$ cat config.mk
export PLATFORM = sky130hd
export DESIGN_NAME = uart_tx_arbiter
export DESIGN_NICKNAME = d
export VERILOG_FILES = /design/src/rtl/uart_tx_arbiter.sv
export SDC_FILE = /design/constraint.sdc
export NUM_CORES = 1
export LEC_CHECK = 0
export ABC_AREA = 1
export CORE_ASPECT_RATIO = 1.4
export CORE_UTILIZATION = 46
export DETAILED_ROUTE_END_ITERATION = 16
export HOLD_SLACK_MARGIN = 0.02
export PLACE_DENSITY = 0.76
export SKIP_LAST_GASP = 1
export SLEW_MARGIN = 20
export SYNTH_ARGS = -nofsm -noshare
export SYNTH_HDL_FRONTEND = slang
export SYNTH_SLANG_ARGS = --single-unit
$ cat constraint.sdc
create_clock -name clock -period 2.95 [get_ports clock]
set_clock_uncertainty 0.2 [all_clocks]
set_input_delay 0.885 -clock clock [delete_from_list [all_inputs] [get_ports clock]]
set_output_delay 0.885 -clock clock [all_outputs]
set_load 0.1 [all_outputs]
$ cat src/rtl/uart_tx_arbiter.sv
// Round-robin arbiter that shares one UART transmitter among NUM_REQ byte
// producers. A producer can lock the transmitter for a multi-byte message so
// that strings never interleave. It also detects a transmitter that never starts.
module uart_tx_arbiter #(
    parameter int NUM_REQ       = 4,
    parameter int START_TIMEOUT = 4096,
    parameter int LOCK_TIMEOUT  = 65535
) (
    input  logic                       clock,
    input  logic                       reset_n,
    input  logic [NUM_REQ-1:0]         req_valid,
    input  logic [8*NUM_REQ-1:0]       req_data,
    input  logic [NUM_REQ-1:0]         req_last,
    output logic [NUM_REQ-1:0]         req_ready,
    output logic                       tx_start,
    output logic [7:0]                 tx_data,
    input  logic                       tx_idle,
    output logic [$clog2(NUM_REQ)-1:0] grant_id,
    output logic                       locked,
    output logic                       busy,
    output logic                       err_timeout,
    output logic [15:0]                bytes_sent
);

    localparam int IDW = $clog2(NUM_REQ);
    localparam int STW = $clog2(START_TIMEOUT + 1);
    localparam int LTW = $clog2(LOCK_TIMEOUT + 1);

    // Terminal values: a timer equal to these on an active cycle expires at that edge.
    localparam logic [STW-1:0] START_LAST = STW'(START_TIMEOUT - 1);
    localparam logic [LTW-1:0] LOCK_LAST  = LTW'(LOCK_TIMEOUT - 1);

    typedef enum logic [1:0] {
        IDLE      = 2'd0,
        START     = 2'd1,
        WAIT_DONE = 2'd2
    } state_t;

    state_t          state;
    state_t          state_nxt;
    logic [IDW-1:0]  rr_ptr;
    logic            cand_found;
    logic [IDW-1:0]  cand_id;
    logic            accept;
    logic            start_to;
    logic            done;
    logic            last_q;
    logic [STW-1:0]  start_timer;
    logic [LTW-1:0]  lock_cnt;
    logic            lock_run;
    logic            lock_expire;

    // Index arithmetic modulo NUM_REQ; works for non-power-of-two counts.
    function automatic logic [IDW-1:0] wrap_add(input logic [IDW-1:0] base, input int off);
        int sum;
        sum = int'(base) + off;
        if (sum >= NUM_REQ) begin
            sum = sum - NUM_REQ;
        end
        return sum[IDW-1:0];
    endfunction

    assign tx_start = (state == START);
    assign busy     = (state != IDLE);

    // The lock ages only while we sit in IDLE and the owner has nothing to offer.
    assign lock_run    = (state == IDLE) && locked && !req_valid[grant_id];
    assign lock_expire = lock_run && (lock_cnt == LOCK_LAST);

    // Candidate selection: the lock owner only, or the first valid from the RR pointer.
    always_comb begin
        cand_found = 1'b0;
        cand_id    = '0;
        if (locked) begin
            cand_found = req_valid[grant_id];
            cand_id    = grant_id;
        end else begin
            for (int k = 0; k < NUM_REQ; k++) begin
                if (!cand_found && req_valid[wrap_add(rr_ptr, k)]) begin
                    cand_found = 1'b1;
                    cand_id    = wrap_add(rr_ptr, k);
                end
            end
        end
    end

    // State register.
    always_ff @(posedge clock) begin
        if (!reset_n) begin
            state <= IDLE;
        end else begin
            state <= state_nxt;
        end
    end

    // Next-state logic and the combinational accept pulse.
    always_comb begin
        state_nxt = state;
        req_ready = '0;
        accept    = 1'b0;
        start_to  = 1'b0;
        done      = 1'b0;
        case (state)
            IDLE: begin
                if (reset_n && tx_idle && cand_found) begin
                    accept             = 1'b1;
                    req_ready[cand_id] = 1'b1;
                    state_nxt          = START;
                end
            end
            START: begin
                if (!tx_idle) begin
                    state_nxt = WAIT_DONE;
                end else if (start_timer == START_LAST) begin
                    start_to  = 1'b1;
                    state_nxt = IDLE;
                end
            end
            WAIT_DONE: begin
                if (tx_idle) begin
                    done      = 1'b1;
                    state_nxt = IDLE;
                end
            end
            default: begin
                state_nxt = IDLE;
            end
        endcase
    end

    // Byte capture, grant/lock bookkeeping, RR pointer and completion counter.
    always_ff @(posedge clock) begin
        if (!reset_n) begin
            tx_data     <= 8'h00;
            last_q      <= 1'b0;
            grant_id    <= '0;
            locked      <= 1'b0;
            rr_ptr      <= '0;
            err_timeout <= 1'b0;
            bytes_sent  <= 16'h0000;
        end else begin
            err_timeout <= start_to;
            if (accept) begin
                tx_data  <= req_data[{cand_id, 3'b000} +: 8];
                last_q   <= req_last[cand_id];
                grant_id <= cand_id;
            end
            if (start_to) begin
                locked <= 1'b0;
                rr_ptr <= wrap_add(grant_id, 1);
            end
            if (done) begin
                bytes_sent <= bytes_sent + 16'd1;
                if (last_q) begin
                    locked <= 1'b0;
                    rr_ptr <= wrap_add(grant_id, 1);
                end else begin
                    locked <= 1'b1;
                end
            end
            if (lock_expire) begin
                locked <= 1'b0;
                rr_ptr <= wrap_add(grant_id, 1);
            end
        end
    end

    // Start watchdog: counts cycles spent in START with the core still idle.
    always_ff @(posedge clock) begin
        if (!reset_n || state != START || !tx_idle || start_to) begin
            start_timer <= '0;
        end else begin
            start_timer <= start_timer + 1'b1;
        end
    end

    // Lock watchdog: counts idle cycles while the owner holds the lock without a byte.
    always_ff @(posedge clock) begin
        if (!reset_n || !lock_run || lock_expire) begin
            lock_cnt <= '0;
        end else begin
            lock_cnt <= lock_cnt + 1'b1;
        end
    end

endmodule

==> reports/metrics.csv, run 1 <==
metric;value;unit
p_int;1.418;mW
grt_max_degree;22;
drt_wl_total;8.383;mm
fin_ws;-347.5;ps
synth_seq_cells;62;
outcome;finished with violations;
synth_cell_type_count;38;
r2r_slack;650;ps
slowest_delay;180;ps
drive_gt1_frac;0.2560;
wire_per_inst;11.55;um
async_flop_share;0;
timing.rr.end;tx_data[7];
r2r-start;rr_ptr[0];
die_w;76.87;um
ys_warn_count;0;
yosys.area.top_type;dfxtp_1;
grt_pass1_wl;14.26;mm
synth_ff_type;dfxtp_1;
clock_latency;340;ps
yosys-top-cells-count;101 x inv_1, 97 x nand2_1, 62 x dfxtp_1;
vias;3462;
clockBufferDepth;2;
slew_headroom;0.5565;
fmax;303.3;MHz
timing.final.hold_violations;0;
power;2.003;mW
maxSlewViolCount;0;
rsz0062_at_grt;yes;
max_cap_viol_count;0;
worst_ir_drop_vdd;0.0003522;V
syn_avg_cell_area;6.915;sq um
core;7453;sq um
r2r_cells;16;
dr.pass1.iters;6;
crit_required;1870;ps
netlist_area;3610;sq um
ys_seq_area_frac;0.3438;
p_per_area;405.9;nW/um^2
synth_nets;569;
num-nets-final;673;
dieHeight;106.8;um
netlist_instances;522;
die-area;8210;sq um
crit_path_end;req_ready[0];
failed_checks;negative setup slack;
grt_pass1_vias;3395;
syn_to_final_growth;36.71;%
switching_share;0.2921;
cts.clk_slew.worst_paths;60;ps
dpl.cell_count;711;
core.rowCount;37;
setup.worst_path.start;req_valid[2];
ios;77;
htreeDepth;3;
p_seq_frac;0.430;
placed_area;4631;sq um
finalWeightedCongestion;0.9030;
numCtsBuffers;9;
yosysMostFrequentCell;inv_1;
path_cells;buf_12, inv_12, nand2_8, nand2_2, o21ai_2, inv_2, nand3_2, nand2_2, o21ai_2, nand4_2, inv_2, nand3_4, nor2_4, buf_12;
tightest_slew;664.6;ps
synth.area.top_cells;dfxtp_1 34%, inv_1 11%, nand2_1 10%;
path_delay_family;simple AND/OR/NAND/NOR gates;
design_area;4935;sq um
cts_hold_buf;0;
grt_usage;0.2135;
dp.final_hpwl;6.319;mm
setup_tns;-1333;ps
ant_nets;0;
cp-end-kind;output port;
drc;0;
grt_overflow_total;0;
cts_tree;yes;
cts.sinks;62;
period_share;1.118;
io_buffers;76;
synth_edf_count;0;
critical_path.startpoint_type;input port;
hold_class;flip-flop to flip-flop;
crit_arrival;2210;ps
antenna_cells;0;
finalSetupViolations;4;
crit_fanout;3;
initial_core_util;0.4843;
path_class;input port to output port;
drtIter0Drc;124;
root_buffer;clkbuf_8;
hold_path_depth;1;
cp.depth;14;
leakagePower;2.202;nW
pwr-share-comb;0.213;
clkPwrFrac;0.357;
grt_antenna_before_repair;0;
slowest_stage;buf_12;
p_sw;0.5850;mW
final_cells;726;
path_buf_inv;5;
finalCriticalPeriod;3298;ps
synth_top_area_share;0.3438;
viasPerCell;4.769;
logic make-up after synthesis:
logic type	after synthesis	synth area share
compound gates	55	0.08180
xor+xnor	16	0.03882
fa+ha+maj	4	0.01387
buf+inv	121	0.1549
flops	62	0.3438
simple gates	264	0.3667
through the flow:
step	worst slack, ps	util	hold slack [ps]
4_1_cts	-399.1	0.6486	253.0
5_1_grt	-432.4	0.6621	280.3
2_1_floorplan	-498.9	-	217.5
3_5_place_dp	-933.8	0.6213	243.9
6_report	-347.5	0.6621	253.0
3_3_place_gp	-884.8	0.6213	229.9
sequential cells by signal (all words and copies together), names as in the netlist:
signal	count
state	2
tx_data	8
grant_id	2
locked	1
bytes_sent	16
err_timeout	1
rr_ptr	2
lock_cnt	16
last_q	1
start_timer	13
worst min path at each step:
| stage | start | end | slack [ps] |
|---|---|---|---|
| 6_report | start_timer[0] | start_timer[0] | 250 |
| 5_1_grt | start_timer[0] | start_timer[0] | 280 |
| 4_1_cts | start_timer[0] | start_timer[0] | 250 |
| 3_5_place_dp | start_timer[0] | start_timer[0] | 240 |
| 3_3_place_gp | start_timer[0] | start_timer[0] | 230 |
| 2_1_floorplan | start_timer[0] | start_timer[0] | 220 |
cells in the final DEF, fill, tap and decap left out, types with 11 or more instances in the layout:
master | synthesis | final
nand3_1 | 54 | 51
buf_4 | 1 | 64
xor2_1 | 11 | 11
nand4_1 | 11 | 11
dfxtp_1 | 62 | 59
nor2_1 | 49 | 43
nand2_1 | 97 | 83
nand2_2 | 6 | 15
inv_1 | 101 | 95
clkdlybuf4s50_1 | 0 | 38
a21oi_1 | 35 | 35
nand3_2 | 19 | 19
power by group through the flow:
stage	registers, mW	logic (mW)	clock network, mW
2_1_floorplan	0.961	0.205	0
3_3_place_gp	0.881	0.406	0
3_5_place_dp	0.881	0.411	0
4_1_cts	0.863	0.415	0.736
5_1_grt	0.863	0.459	0.774
6_report	0.862	0.426	0.715
layout make-up:
type,instances,area [sq um]
multi-input combinational,339,1964
clock inverter,4,48.80
sequential,62,1247
fill,633,2519
inverter,105,419.2
timing repair buffer,109,996.0
tap,97,121.4
clock buffer,10,137.6
repair_timing:
action	CTS	global route
pin swaps	7	11
endpoints found under the hold margin	0	0
resized for setup	25	30
buffers inserted	1	1
setup endpoints to repair	4	5
metal layers:
layer,routed length (um),global-route usage,vias up
li1,-,-,1849
met3,399,0.05277,10
met2,4376,0.4101,79
met1,3489,0.2198,1524
met4,117,0.07692,0
met5,0,0,-
(Power assumes the default switching activity.)
==> run 2: changes to the inputs <==
--- a/config.mk
+++ b/config.mk
@@ -6,11 +6,12 @@
 export NUM_CORES = 1
 export LEC_CHECK = 0
 export ABC_AREA = 1
+export CELL_PAD_IN_SITES_DETAIL_PLACEMENT = 0
+export CELL_PAD_IN_SITES_GLOBAL_PLACEMENT = 1
 export CORE_ASPECT_RATIO = 1.4
-export CORE_UTILIZATION = 46
+export CORE_UTILIZATION = 33
 export DETAILED_ROUTE_END_ITERATION = 16
-export HOLD_SLACK_MARGIN = 0.02
-export PLACE_DENSITY = 0.76
+export PLACE_DENSITY_LB_ADDON = 0.1
 export SKIP_LAST_GASP = 1
 export SLEW_MARGIN = 20
 export SYNTH_ARGS = -nofsm -noshare
==> run 2 against run 1 <==
Net effect: clock power up 64%; sequential share of layout area down 1.2 points; critical path type unchanged; total power up 23%; combinational power up 1%; first-iteration DRC count down 27%; die area up 38%; highest routed layer unchanged; sequential power about the same; non-clock buffer count up 8; the run still ends with negative setup slack left; core utilization down 17 points; global-route usage down 4.9 points.
==> reports/metrics.csv, run 2 (same netlist as run 1, synthesis figures left out) <==
metric;value;unit;change
numCtsBuffers;9;;unchanged
p_per_area;477.1;nW/um^2;+18%
failed_checks;negative setup slack;;
period_share;1.141;;+0.02355
power;2.464;mW;+23%
top_regs;bytes_sent (16), lock_cnt (16), start_timer (13);;
die-area;11370;sq um;+38%
drt_wl_total;9.161;mm;+9.3%
post-route-util;0.4911;;-0.1710
cts_hold_buf;0;;unchanged
clockBufferDepth;2;;unchanged
die_w;90.39;um;+18%
tightest_slew;709.2;ps;+44.58 ps
final_common_cell;inv_1;;
hold_path_depth;1;;unchanged
grt_pass1_vias;3274;;-3.6%
crit_required;1870;ps;about the same
grt_usage;0.1646;;-0.04888
placed_area;4692;sq um;+1.3%
rsz0062_at_grt;yes;;
grt_pass1_wl;15.01;mm;+5.3%
wire_per_inst;11.79;um;+2.1%
fmax;297.0;MHz;-2.1%
grt_max_degree;22;;unchanged
clock_latency;330;ps;about the same
dr.pass1.iters;4;;-2
finalWeightedCongestion;0.7992;;-11%
core;10520;sq um;+41%
viasPerCell;4.490;;-5.8%
htreeDepth;3;;unchanged
r2r_slack;670;ps;+20 ps
cp-end-kind;output port;;
cts.sinks;62;;unchanged
root_buffer;clkbuf_16;;
drtIter0Drc;91;;-27%
critical_path.startpoint_type;input port;;
dieHeight;125.8;um;+18%
design_area;5164;sq um;+4.6%
fin_ws;-417.0;ps;-69.48 ps
hold_class;flip-flop to flip-flop;;
slew_headroom;0.5267;;-0.02975
crit_fanout;4;;+1
fillers;1088;;+72%
cts.clk_slew.worst_paths;50;ps;about the same
maxSlewViolCount;0;;unchanged
crit_arrival;2280;ps;+70 ps
ant_nets;0;;unchanged
ios;77;;unchanged
r2r_cells;18;;+2
initial_core_util;0.3433;;-0.1410
leakagePower;2.296;nW;+4.3%
vias;3489;;+0.78%
setup_tns;-1538;ps;-205.4 ps
num-nets-final;681;;+1.2%
timing.final.hold_violations;0;;unchanged
grt_antenna_before_repair;0;;unchanged
core.rowCount;44;;+19%
drc;0;;unchanged
final_cells;777;;+7.0%
cts_tree;yes;;
grt_overflow_total;0;;unchanged
dp.final_hpwl;7.022;mm;+11%
finalCriticalPeriod;3367;ps;+69.48 ps
outcome;finished with violations;;
syn_to_final_growth;43.05;%;
drive_gt1_frac;0.2629;;+0.006949
io_buffers;76;;unchanged
antenna_cells;0;;unchanged
layout_common_cells;95 x inv_1, 83 x nand2_1, 69 x buf_4;;
max_cap_viol_count;0;;unchanged
dpl.cell_count;755;;+6.2%
path_class;input port to output port;;
worst_ir_drop_vdd;0.0003679;V;+4.5%
finalSetupViolations;4;;unchanged
[run 2: cell count changes in the layout (fill, tap and decap cells not counted), moves of 2 or more]
cell / before / now
clkbuf_16: 0 / 9
clkbuf_8: 10 / 3
buf_4: 64 / 69
buf_6: 0 / 5
inv_2: 5 / 7
nor2_1: 43 / 45
[run 2: power breakdown]
group / switching (mW) / total, mW / leakage [nW] / internal, mW
clock network: 0.361 / 1.17 / 0.166 / 0.807
registers: 0.0117 / 0.865 / 0.502 / 0.853
logic: 0.264 / 0.432 / 1.63 / 0.168
total: 0.636 / 2.46 / 2.30 / 1.83
[run 2: worst paths after layout]
kind / endpoint / from
min reg2reg: start_timer[0] / start_timer[0]
max: req_ready[0] / req_valid[2]
max reg2reg: last_q / rr_ptr[0]
min: start_timer[0] / start_timer[0]
[run 2: metrics by stage]
step	hold WS, ps	setup WS [ps]
2_1_floorplan	217.5	-498.9
3_3_place_gp	226.9	-900.8
3_5_place_dp	237.7	-955.7
4_1_cts	249.6	-476.3
5_1_grt	288.6	-501.6
6_report	253.1	-417.0
[run 2: timing repair]
item / 4_1_cts / 5_1_grt
gates cloned: 0 / 0
gates resized for setup: 27 / 22
pin swaps: 9 / 16
setup buffers: 5 / 2
setup endpoints to repair: 4 / 5
hold endpoints to repair: 0 / 0
[run 2: routing by layer]
metal	wire [um]	track usage
met4	125	0.06831
met3	296	0.03140
met5	0	0
met1	3945	0.1862
met2	4794	0.3000
[run 2: worst max-delay path: stages]
cell     delay, ps
buf_12         110
nand2_2         60
nand2_2         60
nand2_2         60
nand2_2         60
nor2_4         120
nand3_2         90
nand2_2         80
buf_6           90
inv_2           30
nand2_4         80
buf_6          100
nand3_4        100
nor2_4         160
buf_12         180
[run 2: layout make-up]
cell class                      count  area (sq um)  share of cell area
Clock buffer                       13         270.3             0.05234
Clock inverter                      3         65.06             0.01260
Inverter                          105         411.6             0.07972
Multi-Input combinational cell    339          1946              0.3768
Sequential cell                    62          1244              0.2409
Tap cell                          138         172.7             0.03344
Timing Repair Buffer              117          1055              0.2043
==> run 3: changes to the inputs <==
--- a/config.mk
+++ b/config.mk
@@ -12,6 +12,7 @@
 export CORE_UTILIZATION = 33
 export DETAILED_ROUTE_END_ITERATION = 16
 export PLACE_DENSITY_LB_ADDON = 0.1
+export SKIP_CTS_REPAIR_TIMING = 1
 export SKIP_LAST_GASP = 1
 export SLEW_MARGIN = 20
 export SYNTH_ARGS = -nofsm -noshare
==> run 3 against run 2 <==
Net effect: cell count fell by 0.64%; combinational power down 3%; die area unchanged; non-clock buffer count down 5; maximum frequency is 2.1% lower; largest power group unchanged; the run still ends with negative setup slack left; total power shrank 0.50%; largest cell class unchanged; setup slack worse by 72 ps.
==> reports/metrics.csv, run 3 (same netlist as run 1, synthesis figures left out) <==
metric;value;unit;change
outcome;finished with violations;;
failed_checks;negative setup slack;;
io_buffers;76;;unchanged
clkPwrFrac;0.476;;+0.002
switching_share;0.2580;;about the same
grt_max_degree;22;;unchanged
root_buffer;clkbuf_16;;
timing.final.hold_violations;0;;unchanged
drc;0;;unchanged
critical_path.startpoint_type;input port;;
p_int;1.819;mW;-0.49%
grt_antenna_before_repair;0;;unchanged
fin_ws;-489.4;ps;-72.43 ps
die-area;11370;sq um;unchanged
dr.pass1.iters;4;;unchanged
fmax;290.7;MHz;-2.1%
drtIter0Drc;85;;-6.6%
post-route-util;0.4858;;-0.005236
hold_class;flip-flop to flip-flop;;
cts_tree;yes;;
syn_to_final_growth;41.53;%;
p_sw;0.6325;mW;-0.53%
vias;3474;;-0.43%
period_share;1.166;;+0.02455
drive_gt1_frac;0.2461;;-0.01685
max_cap_viol_count;0;;unchanged
antenna_cells;0;;unchanged
grt_overflow_total;0;;unchanged
crit_fanout;4;;unchanged
viasPerCell;4.500;;+0.21%
placed_area;4692;sq um;unchanged
dp.final_hpwl;7.022;mm;unchanged
cts.sinks;62;;unchanged
crit_arrival;2350;ps;+70 ps
dieHeight;125.8;um;unchanged
clockBufferDepth;2;;unchanged
grt_usage;0.1636;;-0.001019
maxSlewViolCount;0;;unchanged
setup_tns;-1790;ps;-252.5 ps
core.rowCount;44;;unchanged
die_w;90.39;um;unchanged
drt_wl_total;9.091;mm;-0.76%
grt_pass1_wl;14.91;mm;-0.69%
path_class;input port to output port;;
finalCriticalPeriod;3439;ps;+72.43 ps
core;10520;sq um;unchanged
p_per_area;479.9;nW/um^2;+0.57%
ant_nets;0;;unchanged
tightest_slew;709.7;ps;+0.5923 ps
power;2.451;mW;-0.50%
numCtsBuffers;9;;unchanged
htreeDepth;3;;unchanged
finalSetupViolations;4;;unchanged
cts.clk_slew.worst_paths;50;ps;about the same
pwr-share-comb;0.171;;-0.004
num-nets-final;676;;-0.73%
crit_required;1870;ps;about the same
worst_ir_drop_vdd;0.0003679;V;about the same
p_seq_frac;0.353;;+0.002
ios;77;;unchanged
fillers;1095;;+0.64%
hold_slack;253.1;ps;-0.001000 ps
initial_core_util;0.3433;;unchanged
finalWeightedCongestion;0.7992;;unchanged
layout_common_cells;95 x inv_1, 87 x nand2_1, 65 x buf_4;;
design_area;5109;sq um;-1.1%
wire_per_inst;11.78;um;-0.12%
slew_headroom;0.5263;;about the same
leakagePower;2.282;nW;-0.61%
grt_pass1_vias;3264;;-0.31%
rsz0062_at_grt;yes;;
top_regs;bytes_sent (16), lock_cnt (16), start_timer (13);;
clock_latency;330;ps;about the same
final_common_cell;inv_1;;
cp-end-kind;output port;;
==> run 3: worst max-delay path: stages <==
cell	delay, ps
buf_6	90
buf_6	120
inv_12	50
nand2_8	50
nand3_4	80
nand2_4	60
nor2_4	120
nand3_2	70
nand2_2	70
buf_4	100
inv_2	30
nand2_4	70
buf_4	120
nand3_4	80
nor2_4	150
buf_12	190
==> run 3: path summary, 6_finish.rpt <==
check,startpoint,to,slack [ps],depth (start not counted)
worst max-delay path,req_valid[2],req_ready[0],-490,16
worst min register to register,start_timer[0],start_timer[0],250,1
worst min-delay path,start_timer[0],start_timer[0],250,1
worst max register to register,rr_ptr[0],last_q,700,18
==> run 3: cell type report <==
class | count | area [sq um] | share of cell area
multi-input cells | 339 | 1947 | 0.3811
inverters | 105 | 409.1 | 0.08009
well taps | 138 | 172.7 | 0.03380
flip-flops and latches | 62 | 1244 | 0.2434
clock buffers | 13 | 270.3 | 0.05290
repair buffers | 112 | 1001 | 0.1959
clock inverters | 3 | 65.06 | 0.01274
==> run 3: layer usage <==
| layer | part of all wire | up-vias | GRT usage |
|---|---|---|---|
| met3 | 0.031 | 9 | 0.03140 |
| met2 | 0.52 | 57 | 0.2995 |
| li1 | - | 1853 | - |
| met5 | 0 | - | 0 |
| met4 | 0.014 | 0 | 0.06831 |
| met1 | 0.44 | 1555 | 0.1836 |
==> run 3: power by group through the flow <==
| stage | Sequential, mW | Combinational (mW) | Clock, mW |
|---|---|---|---|
| 2_1_floorplan | 0.961 | 0.205 | 0 |
| 3_3_place_gp | 0.882 | 0.415 | 0 |
| 3_5_place_dp | 0.883 | 0.417 | 0 |
| 4_1_cts | 0.865 | 0.418 | 1.20 |
| 5_1_grt | 0.866 | 0.453 | 1.23 |
| 6_report | 0.865 | 0.420 | 1.17 |
==> run 3: stage by stage <==
stage,instances,setup WS (ps)
3_3_place_gp,755,-900.8
4_1_cts,771,-965.6
3_5_place_dp,755,-955.7
6_report,772,-489.4
2_1_floorplan,522,-498.9
5_1_grt,772,-562.7
